$ cat src/rtl/mc6809_clkgen_pkg.sv
// Shared phase-index helpers, event type and width function for the E/Q clock generator.
package mc6809_clk_pkg;

  typedef enum logic [2:0] {
    EV_NONE,
    EV_Q_RISE,
    EV_E_RISE,
    EV_Q_FALL,
    EV_E_FALL
  } clk_event_e;

  function automatic int unsigned clog2_min1(input int unsigned n);
    return (n <= 2) ? 1 : $clog2(n);
  endfunction

  function automatic int unsigned q_rise_ph(input int unsigned div);
    return div / 4;
  endfunction

  function automatic int unsigned e_rise_ph(input int unsigned div);
    return div / 2;
  endfunction

  function automatic int unsigned q_fall_ph(input int unsigned div);
    return (3 * div) / 4;
  endfunction

  function automatic int unsigned e_fall_ph(input int unsigned div);
    return (div == 0) ? 0 : 0;
  endfunction

  // Event issued on the edge that moves the counter to phase ph.
  function automatic clk_event_e phase_event(input int unsigned ph, input int unsigned div);
    if (ph == e_fall_ph(div))      return EV_E_FALL;
    else if (ph == q_rise_ph(div)) return EV_Q_RISE;
    else if (ph == e_rise_ph(div)) return EV_E_RISE;
    else if (ph == q_fall_ph(div)) return EV_Q_FALL;
    else                           return EV_NONE;
  endfunction

endpackage

$ cat src/rtl/mc6809_clkgen_if.sv
// Clock-generator output bundle: E/Q, phase enables, core reset, phase index and MRDY.
interface mc6809_clkgen_if
  import mc6809_clk_pkg::*;
#(
  parameter int unsigned DIV = 4
);
  logic                          MRDY;
  logic                          E;
  logic                          Q;
  logic                          CE_E_RISE;
  logic                          CE_E_FALL;
  logic                          CE_Q_RISE;
  logic                          CE_Q_FALL;
  logic                          nCoreRESET;
  logic [clog2_min1(DIV)-1:0]    PHASE;

  modport master (
    input  MRDY,
    output E, Q, CE_E_RISE, CE_E_FALL, CE_Q_RISE, CE_Q_FALL, nCoreRESET, PHASE
  );

  modport slave (
    output MRDY,
    input  E, Q, CE_E_RISE, CE_E_FALL, CE_Q_RISE, CE_Q_FALL, nCoreRESET, PHASE
  );
endinterface

$ cat src/rtl/mc6809_clkgen_rst_release.sv
// Saturating count of Q falls after reset; raises nCoreRESET on the final one and holds it.
module mc6809_rst_release
  import mc6809_clk_pkg::*;
#(
  parameter int unsigned RESET_RELEASE_CYCLES = 1
) (
  input  logic clk,
  input  logic RESET,
  input  logic qFallIssue,
  output logic nCoreRESET
);
  localparam int unsigned CW = clog2_min1(RESET_RELEASE_CYCLES + 1);
  localparam logic [CW-1:0] LIMIT = CW'(RESET_RELEASE_CYCLES);

  logic [CW-1:0] cnt;

  always_ff @(posedge clk) begin
    if (RESET) begin
      cnt        <= '0;
      nCoreRESET <= 1'b0;
    end else if (qFallIssue && cnt != LIMIT) begin
      cnt <= cnt + CW'(1);
      if (cnt == LIMIT - CW'(1)) nCoreRESET <= 1'b1;
    end
  end
endmodule

$ cat src/rtl/mc6809_clkgen.sv
// E/Q quadrature clock and phase-enable generator dividing CLK_ROOT by DIV.
// Optional MRDY E-stretch: define MC6809_MRDY_STRETCH_EN.
module mc6809_clkgen
  import mc6809_clk_pkg::*;
#(
  parameter int unsigned DIV                  = 4,
  parameter int unsigned RESET_RELEASE_CYCLES = 1
) (
  input  logic                CLK_ROOT,
  input  logic                RESET,
  mc6809_clkgen_if.master     bus
);
  localparam int unsigned PW = clog2_min1(DIV);
  localparam logic [PW-1:0] LAST_PH   = PW'(DIV - 1);
  localparam logic [PW-1:0] Q_RISE_PH = PW'(q_rise_ph(DIV));
  localparam logic [PW-1:0] E_RISE_PH = PW'(e_rise_ph(DIV));
  localparam logic [PW-1:0] Q_FALL_PH = PW'(q_fall_ph(DIV));
  localparam logic [PW-1:0] E_FALL_PH = PW'(e_fall_ph(DIV));

  if (DIV < 4 || (DIV % 4) != 0) begin : g_bad_div
    $error("mc6809_clkgen: DIV must be a multiple of 4 and at least 4");
  end
  if (RESET_RELEASE_CYCLES < 1) begin : g_bad_rrc
    $error("mc6809_clkgen: RESET_RELEASE_CYCLES must be at least 1");
  end

  logic [PW-1:0] phase;
  logic [PW-1:0] nxt;
  logic          stall;
  logic          e, q;
  logic          ceER, ceEF, ceQR, ceQF;
  logic          qFallIssue;
  clk_event_e    ev;

  always_comb begin
    nxt = (phase == LAST_PH) ? '0 : phase + PW'(1);
    ev  = phase_event(32'(nxt), DIV);
`ifdef MC6809_MRDY_STRETCH_EN
    stall = (phase == Q_FALL_PH - PW'(1)) && !bus.MRDY;
`else
    // MRDY has no effect in this build; read so the port is not dangling.
    stall = bus.MRDY & 1'b0;
`endif
    qFallIssue = !RESET && !stall && (ev == EV_Q_FALL);
  end

  always_ff @(posedge CLK_ROOT) begin
    if (RESET) begin
      phase <= '0;
      e     <= 1'b0;
      q     <= 1'b0;
      ceER  <= 1'b0;
      ceEF  <= 1'b0;
      ceQR  <= 1'b0;
      ceQF  <= 1'b0;
    end else if (stall) begin
      ceER <= 1'b0;
      ceEF <= 1'b0;
      ceQR <= 1'b0;
      ceQF <= 1'b0;
    end else begin
      phase <= nxt;
      ceER  <= (ev == EV_E_RISE);
      ceEF  <= (ev == EV_E_FALL);
      ceQR  <= (ev == EV_Q_RISE);
      ceQF  <= (ev == EV_Q_FALL);
      case (ev)
        EV_Q_RISE: q <= 1'b1;
        EV_E_RISE: e <= 1'b1;
        EV_Q_FALL: q <= 1'b0;
        EV_E_FALL: e <= 1'b0;
        default:   ;
      endcase
    end
  end

  mc6809_rst_release #(
    .RESET_RELEASE_CYCLES(RESET_RELEASE_CYCLES)
  ) u_rst_release (
    .clk       (CLK_ROOT),
    .RESET     (RESET),
    .qFallIssue(qFallIssue),
    .nCoreRESET(bus.nCoreRESET)
  );

  assign bus.PHASE     = phase;
  assign bus.E         = e;
  assign bus.Q         = q;
  assign bus.CE_E_RISE = ceER;
  assign bus.CE_E_FALL = ceEF;
  assign bus.CE_Q_RISE = ceQR;
  assign bus.CE_Q_FALL = ceQF;

  // Unused localparams kept for readability of the phase map.
  logic unusedPh;
  assign unusedPh = ^{Q_RISE_PH, E_RISE_PH, E_FALL_PH};
endmodule

$ cat src/flat_wrapper.sv
// flat-port wrapper written by rule: the top's interface ports become plain ports
module mc6809_clkgen_flat import mc6809_clk_pkg::*;
#(
  parameter int unsigned DIV                  = 4,
  parameter int unsigned RESET_RELEASE_CYCLES = 1
)
  (CLK_ROOT, RESET, bus_MRDY, bus_E, bus_Q, bus_CE_E_RISE, bus_CE_E_FALL, bus_CE_Q_RISE, bus_CE_Q_FALL, bus_nCoreRESET, bus_PHASE);
  mc6809_clkgen_if #(.DIV(DIV)) bus_i ();
  input  logic CLK_ROOT;
  input  logic RESET;
  input wire logic [$bits(bus_i.MRDY)-1:0] bus_MRDY;
  output wire logic [$bits(bus_i.E)-1:0] bus_E;
  output wire logic [$bits(bus_i.Q)-1:0] bus_Q;
  output wire logic [$bits(bus_i.CE_E_RISE)-1:0] bus_CE_E_RISE;
  output wire logic [$bits(bus_i.CE_E_FALL)-1:0] bus_CE_E_FALL;
  output wire logic [$bits(bus_i.CE_Q_RISE)-1:0] bus_CE_Q_RISE;
  output wire logic [$bits(bus_i.CE_Q_FALL)-1:0] bus_CE_Q_FALL;
  output wire logic [$bits(bus_i.nCoreRESET)-1:0] bus_nCoreRESET;
  output wire logic [$bits(bus_i.PHASE)-1:0] bus_PHASE;
  assign bus_i.MRDY = bus_MRDY;
  assign bus_E = bus_i.E;
  assign bus_Q = bus_i.Q;
  assign bus_CE_E_RISE = bus_i.CE_E_RISE;
  assign bus_CE_E_FALL = bus_i.CE_E_FALL;
  assign bus_CE_Q_RISE = bus_i.CE_Q_RISE;
  assign bus_CE_Q_FALL = bus_i.CE_Q_FALL;
  assign bus_nCoreRESET = bus_i.nCoreRESET;
  assign bus_PHASE = bus_i.PHASE;
  mc6809_clkgen #(.DIV(DIV), .RESET_RELEASE_CYCLES(RESET_RELEASE_CYCLES)) u_core (.CLK_ROOT(CLK_ROOT), .RESET(RESET), .bus(bus_i));
endmodule
$ cat config.mk
export PLATFORM = sky130hd
export DESIGN_NAME = mc6809_clkgen_flat
export DESIGN_NICKNAME = d
export VERILOG_FILES = /design/src/rtl/mc6809_clkgen_pkg.sv /design/src/rtl/mc6809_clkgen_if.sv /design/src/rtl/mc6809_clkgen_rst_release.sv /design/src/rtl/mc6809_clkgen.sv /design/src/flat_wrapper.sv
export SDC_FILE = /design/constraint.sdc
export NUM_CORES = 1
export LEC_CHECK = 0
export CORE_AREA = 8 8 45 47
export DETAILED_ROUTE_END_ITERATION = 6
export DIE_AREA = 0 0 53 55
export SYNTH_ARGS = -nofsm -noshare
export SYNTH_HDL_FRONTEND = slang
export SYNTH_HIERARCHICAL = 1
export SYNTH_SLANG_ARGS = --single-unit
$ cat constraint.sdc
create_clock -name CLK_ROOT -period 1.34 [get_ports CLK_ROOT]
set_input_delay 0.134 -clock CLK_ROOT [delete_from_list [all_inputs] [get_ports CLK_ROOT]]
set_output_delay 0.134 -clock CLK_ROOT [all_outputs]
set_load 0.005 [all_outputs]
Word level (Yosys, flattened, before mapping)
Cells that the tools add are included.
Widths: inputs -> output; s select.
{"block": "word_totals", "input_bits": 3, "register_bits": 10}
{"block": "op_classes", "muxes": 7, "add_sub_neg": 2, "n_bitwise": 1, "eq_ne": 8, "n_reduce_logical": 7}
{"operator": "$mux 2", "count": 4}
{"operator": "$eq 2x2->1 const B", "count": 3}
{"operator": "$eq 3x2->1 const B", "count": 2}
{"operator": "$pmux 1 s2", "count": 2}
{"operator": "$reduce_bool 2->1", "count": 2}
{"operator": "$eq 3x1->1 const B", "count": 1}
{"operator": "$eq 3x3->1 const B", "count": 1}
{"operator": "$mux 3", "count": 1}
{"operator": "$add 2x1->2 const B", "count": 1}
{"operator": "$eq 2x1->1 const B", "count": 1}
{"operator": "$logic_and 1x1->1", "count": 2}
{"operator": "$logic_not 2->1", "count": 1}
{"operator": "$reduce_and 2->1", "count": 1}
{"operator": "$add 1x1->1 const B", "count": 1}
{"operator": "$logic_not 1->1", "count": 1}
{"operator": "$not 1->1", "count": 1}

Longest topological paths before layout
{"block": "depth", "ltp_word": 11, "depth_mapped": 5, "mapped_depth_nobuf": 5}

Modules after synthesis
The synthesis kept the hierarchy.
{"mod": "mc6809_clkgen", "cells_each": 29, "area_each_um2": 319.1, "instances": 1}
{"mod": "mc6809_rst_release", "cells_each": 7, "area_each_um2": 66.3, "instances": 1}

Worst setup path after synthesis
Ideal clock, no wire load.
{"block": "synth_path", "kind": "register to register", "start": "reg u_core.phase[0], in the netlist u_core/bus.PHASE[0]", "end": "reg u_core.q, in the netlist u_core/bus.Q", "stages_incl_launch_ff": 5, "t_arrival_ns": 1.197, "period_less_slack_ns": 1.267, "t_required_ns": 1.270, "setup_slack_ns": 0.073, "path_cell_list": "dfxtp_1 inv_1 ha_1 or3_1 a21oi_1"}
{"block": "synth_via", "elab_chain_cells": 9, "word_cells_on_any_way": 15}
{"element": "start: declaration", "line_no": "mc6809_clkgen.sv:27", "source": "logic [PW-1:0] phase;"}
{"element": "start signal: assignment", "line_no": "mc6809_clkgen.sv:62", "source": "phase <= nxt;"}
{"element": "$add 2x1->2 / $eq 2x2->1 (equally long branches)", "line_no": "mc6809_clkgen.sv:36", "source": "nxt = (phase == LAST_PH) ? '0 : phase + PW'(1);"}
{"element": "$mux 2 *", "line_no": "mc6809_clkgen.sv:36"}
{"element": "$eq 2x2->1", "line_no": "mc6809_clkgen_pkg.sv:37", "source": "else if (ph == q_fall_ph(div)) return EV_Q_FALL;"}
{"element": "$mux 2", "line_no": "mc6809_clkgen_pkg.sv:37"}
{"element": "$mux 2", "line_no": "mc6809_clkgen_pkg.sv:36", "source": "else if (ph == e_rise_ph(div)) return EV_E_RISE;"}
{"element": "$mux 2", "line_no": "mc6809_clkgen_pkg.sv:35", "source": "else if (ph == q_rise_ph(div)) return EV_Q_RISE;"}
{"element": "$mux 3 *", "line_no": "mc6809_clkgen_pkg.sv:34", "source": "if (ph == e_fall_ph(div)) return EV_E_FALL;"}
{"element": "$eq 3x2->1 / $eq 3x1->1 (equally long branches)", "line_no": "mc6809_clkgen.sv:67", "source": "case (ev)"}
{"element": "$pmux 1 s2 / $reduce_bool 2->1 (equally long branches)"}
{"element": "end signal: assignment", "line_no": "mc6809_clkgen.sv:51", "source": "q <= 1'b0;"}
{"element": "end signal: assignment", "line_no": "mc6809_clkgen.sv:68", "source": "EV_Q_RISE: q <= 1'b1;"}
{"element": "end signal: assignment", "line_no": "mc6809_clkgen.sv:70", "source": "EV_Q_FALL: q <= 1'b0;"}
{"element": "end: declaration", "line_no": "mc6809_clkgen.sv:30", "source": "logic e, q;"}
Mark *: on every way between the ends. The rest lies on a longest branch, timed or not.
A chain may end at the register's enable or synchronous reset.

Worst setup path after layout
{"block": "layout_path", "start": "reg u_core.phase[0], in the netlist u_core/bus.PHASE[0]", "end": "out bus_PHASE[0]"}
{"element": "end: declaration", "line_no": "flat_wrapper.sv:19", "source": "output wire logic [$bits(bus_i.PHASE)-1:0] bus_PHASE;"}
No word-level cell between the ends.

==> results.md <==
| Parameter | Value |
|---|---|
| Outcome | finished clean |
| Unrepaired setup endpoints after global routing | no |
| Worst clock skew on the final layout | 0.001596 ns |
| CP cell instances | clkdlybuf4s50_1 |
| Syn nets | 45 |
| HPWL after detailed placement | 494.5 um |
| Number of nets in the finished design | 63 |
| Area growth from synthesis to final layout | 48.38% |
| Highest achievable clock rate | 784.5 MHz |
| First-pass DRT Iterations | 1 |
| Clock transition at the registers of the reported paths | 0.06 ns |
| Data required time of the critical path | 1.21 ns |
| Cell taking the most area after synthesis | sky130_fd_sc_hd__dfxtp_1 |
| Root Buffer | sky130_fd_sc_hd__clkbuf_4 |
| Reg-to-reg slack, setup | 0.17 ns |
| Transition time at the pin with the least slew margin | 0.1825 ns |
| Vert. Die Dim | 55 um |
| H-tree depth reported by CTS | 1 |
| Floorplan Core Area | 0.001384 sq mm |
| Antenna-violating nets left | 0 |
| Total setup violations reported at the end of the flow | 0 |
| Dpl cells | 65 |
| Source of the critical timing path | u_core/bus.PHASE[0] |
| Num rows | 14 |
| Reg-to-reg startpoint | u_core/bus.PHASE[0] |
| Count of port buffers added during placement | 10 |
| Min-delay worst type | reg -> reg |
| Static Leakage | 0.2410 nW |
| Final setup TNS | 0 ns |
| Bufs and invs on worst path | 1 |
| Number of endpoints with negative hold slack in the final report | 0 |
| CTS buffer count | 3 |
| TritonCTS clock tree | yes |
| Total Die Area | 0.002915 sq mm |
| Endpoint of the worst-slack reg-to-reg timing path | u_core/bus.Q |
| Clock network fraction of design power | 0.355 |
| Type of element launching the critical path | flip-flop |
| Wire length of the first global-routing pass | 1124 um |
| Wire length per cell after detailed routing | 9.464 um |
| Share of final-layout standard cells stronger than drive strength 1 | 0.1887 |
| Pin count of the biggest net entering global routing | 11 |
| Critical Path Slowest Stage Cell | sky130_fd_sc_hd__clkdlybuf4s50_1 |
| Register area share after synthesis | 0.5195 |
| Number of distinct library cells after synthesis | 12 |
| Largest cells by area after synthesis | sky130_fd_sc_hd__dfxtp_1 (52%), sky130_fd_sc_hd__ha_1 (19%), sky130_fd_sc_hd__nor2b_1 (9.7%) |
| Power density over the cells | 1297 mW/mm^2 |
| Power, Total | 741.9 uW |
| Antenna fix cells | 0 |
| Initial Utilization | 0.2785 |
| Total number of yosys warnings | 6 |
| Dominant delay contributor by cell family on the critical path | buffers and inverters |
| Data arrival at the endpoint of the critical path | 1.14 ns |
| Number of hold-repair buffers added at the cts stage | 0 |
| Largest fanout on the critical path | 7 |
| Power share of the combinational group | 0.175 |
| Post-Synthesis Cells | 36 |
| Via count of the first global-routing pass | 262 |
| Clock net sink count | 10 |
| DRC | 0 |
| Net switching component of the power | 165.4 uW |
| Number of max-slew violations in the final report | 0 |
| I/O pin cnt | 12 |
| Startpoint-to-endpoint class of the critical path | reg -> out |
| Internal Dissipation | 576.5 uW |
| Number of filler cells placed in the layout | 149 |
| Final Instance Count excl. Fillers | 69 |
| Antenna violations before repair | 0 |
| Portion of synthesized cell area occupied by the leading cell type | 0.5195 |
| Highest cell delay on the worst timing path | 0.50 ns |
| VDD IR-drop max | 0.3669 mV |
| Crit share post-route | 0.9513 |
| Sequential standard cell area | 207.7 sq um |
| CTS Buffer Depth | 2 |
| R2r worst-path depth | 4 |
| CP Capture Point | bus_PHASE[0] |
| Max-cap violations | 0 |
| GRT Total Usage | 0.05367 |
| Flop and latch count out of synthesis | 10 |
| Depth of the critical timing path with buffers and inverters included | 1 |
| Chip Width | 53 um |
| Clock latency on the worst-skew pair | 0.26 ns |
| Routed via count divided by cell count | 3.884 |
| Type of destination of the critical path | primary output |
| Wirelength, routed | 653 um |
| Synth Area per Inst | 10.70 sq um |
| Switching fraction of total power | 0.2229 |
| Total area of multi-input combinational cells | 173.9 sq um |
| Cell Area, Synth | 385.4 sq um |
| Total number of vias | 268 |
| Number of DRC violations after detailed-routing iteration 0 | 0 |
| Part of the power in registers | 0.469 |
| Placer Congestion | 0.6364 |
| Overflow after GRT | 0 |
| Max-slew headroom at the worst pin | 0.8784 |
| Final critical-path required period | 1.275 ns |
==> area by class of cell <==
class	count	area share
timing repair buffer	13	0.2144
multi-input combinational	23	0.3042
clock buffer	4	0.06346
tap	16	0.03501
inverter	3	0.01969
sequential	10	0.3632
==> logic make-up (layout without fill, tap and decap cells) <==
family	after synthesis	after routing	synth area share
flip-flops	10	10	0.5195
AO/OA/AOI/OAI	4	4	0.06817
AND/OR/NAND/NOR	13	13	0.1883
buffers and inverters	3	20	0.02922
adder cells (fa/ha/maj)	6	6	0.1948
==> what timing repair did <==
action	CTS	global route
cloned	0	0
gates resized for setup	2	2
setup endpoints to repair	2	2
pin swaps	0	0
setup buffers	0	0
==> flip-flops by register name (all words and copies together), names as in the netlist <==
name,flops
u_core/bus.E,1
u_core/bus.CE_E_FALL,1
u_core/bus.CE_Q_RISE,1
u_core/u_rst_release/nCoreRESET,1
u_core/u_rst_release/cnt,1
u_core/bus.PHASE,2
u_core/bus.Q,1
u_core/bus.CE_Q_FALL,1
u_core/bus.CE_E_RISE,1
==> synthesized netlist by cell type <==
library cell                n
sky130_fd_sc_hd__nor2b_1    6
sky130_fd_sc_hd__inv_1      3
sky130_fd_sc_hd__dfxtp_1   10
sky130_fd_sc_hd__a21oi_1    1
sky130_fd_sc_hd__nand2b_1   1
sky130_fd_sc_hd__o21a_1     1
sky130_fd_sc_hd__nor2_1     2
sky130_fd_sc_hd__o21ai_0    1
sky130_fd_sc_hd__ha_1       6
sky130_fd_sc_hd__a21oi_2    1
sky130_fd_sc_hd__or3_1      1
sky130_fd_sc_hd__nor3_1     3
==> placed cells by master, fill, tap and decap left out, drive strengths merged <==
cell type,netlist,routed
a21oi,2,2
buf,0,3
clkbuf,0,4
clkdlybuf4s50,0,10
dfxtp,10,10
ha,6,6
inv,3,3
nand2b,1,1
nor2,2,2
nor2b,6,6
nor3,3,3
o21a,1,1
o21ai,1,1
or3,1,1
==> metrics by stage <==
stage	hold slack (ns)	util	cell area, sq um	setup WS, ns
5_1_grt	0.4777	0.4132	571.8	0.01911
6_report	0.4490	0.4132	571.8	0.06528
4_1_cts	0.4523	0.4096	566.8	0.01843
3_5_place_dp	0.4408	0.3816	528.0	0.06993
3_3_place_gp	0.4420	0.3816	528.0	0.07703
2_1_floorplan	0.1964	-	385.4	0.07280
==> worst min-delay path by stage <==
stage               slack [ns]  cells past startpoint                         endpoint                       startpoint
global route              0.48                      2  u_core/u_rst_release/nCoreRESET  u_core/u_rst_release/nCoreRESET
floorplan                 0.20                      1  u_core/u_rst_release/nCoreRESET                            RESET
global placement          0.44                      2         u_core/u_rst_release/cnt         u_core/u_rst_release/cnt
detailed placement        0.44                      2  u_core/u_rst_release/nCoreRESET  u_core/u_rst_release/nCoreRESET
CTS                       0.45                      2  u_core/u_rst_release/nCoreRESET  u_core/u_rst_release/nCoreRESET
finish                    0.45                      2  u_core/u_rst_release/nCoreRESET  u_core/u_rst_release/nCoreRESET
==> metal layers <==
layer,GRT usage,wire length (um)
met2,0.08008,291
met3,0.01604,62
met1,0.05505,299
met5,0,0
met4,0.06466,0
==> power by group through the flow <==
stage	clock network, mW	logic (mW)	registers [mW]
6_report	0.264	0.130	0.348
5_1_grt	0.288	0.148	0.353
4_1_cts	0.276	0.133	0.349
3_5_place_dp	0	0.132	0.353
3_3_place_gp	0	0.131	0.353
2_1_floorplan	0	0.0479	0.355
Note: power is estimated with default switching activity, not from simulation.
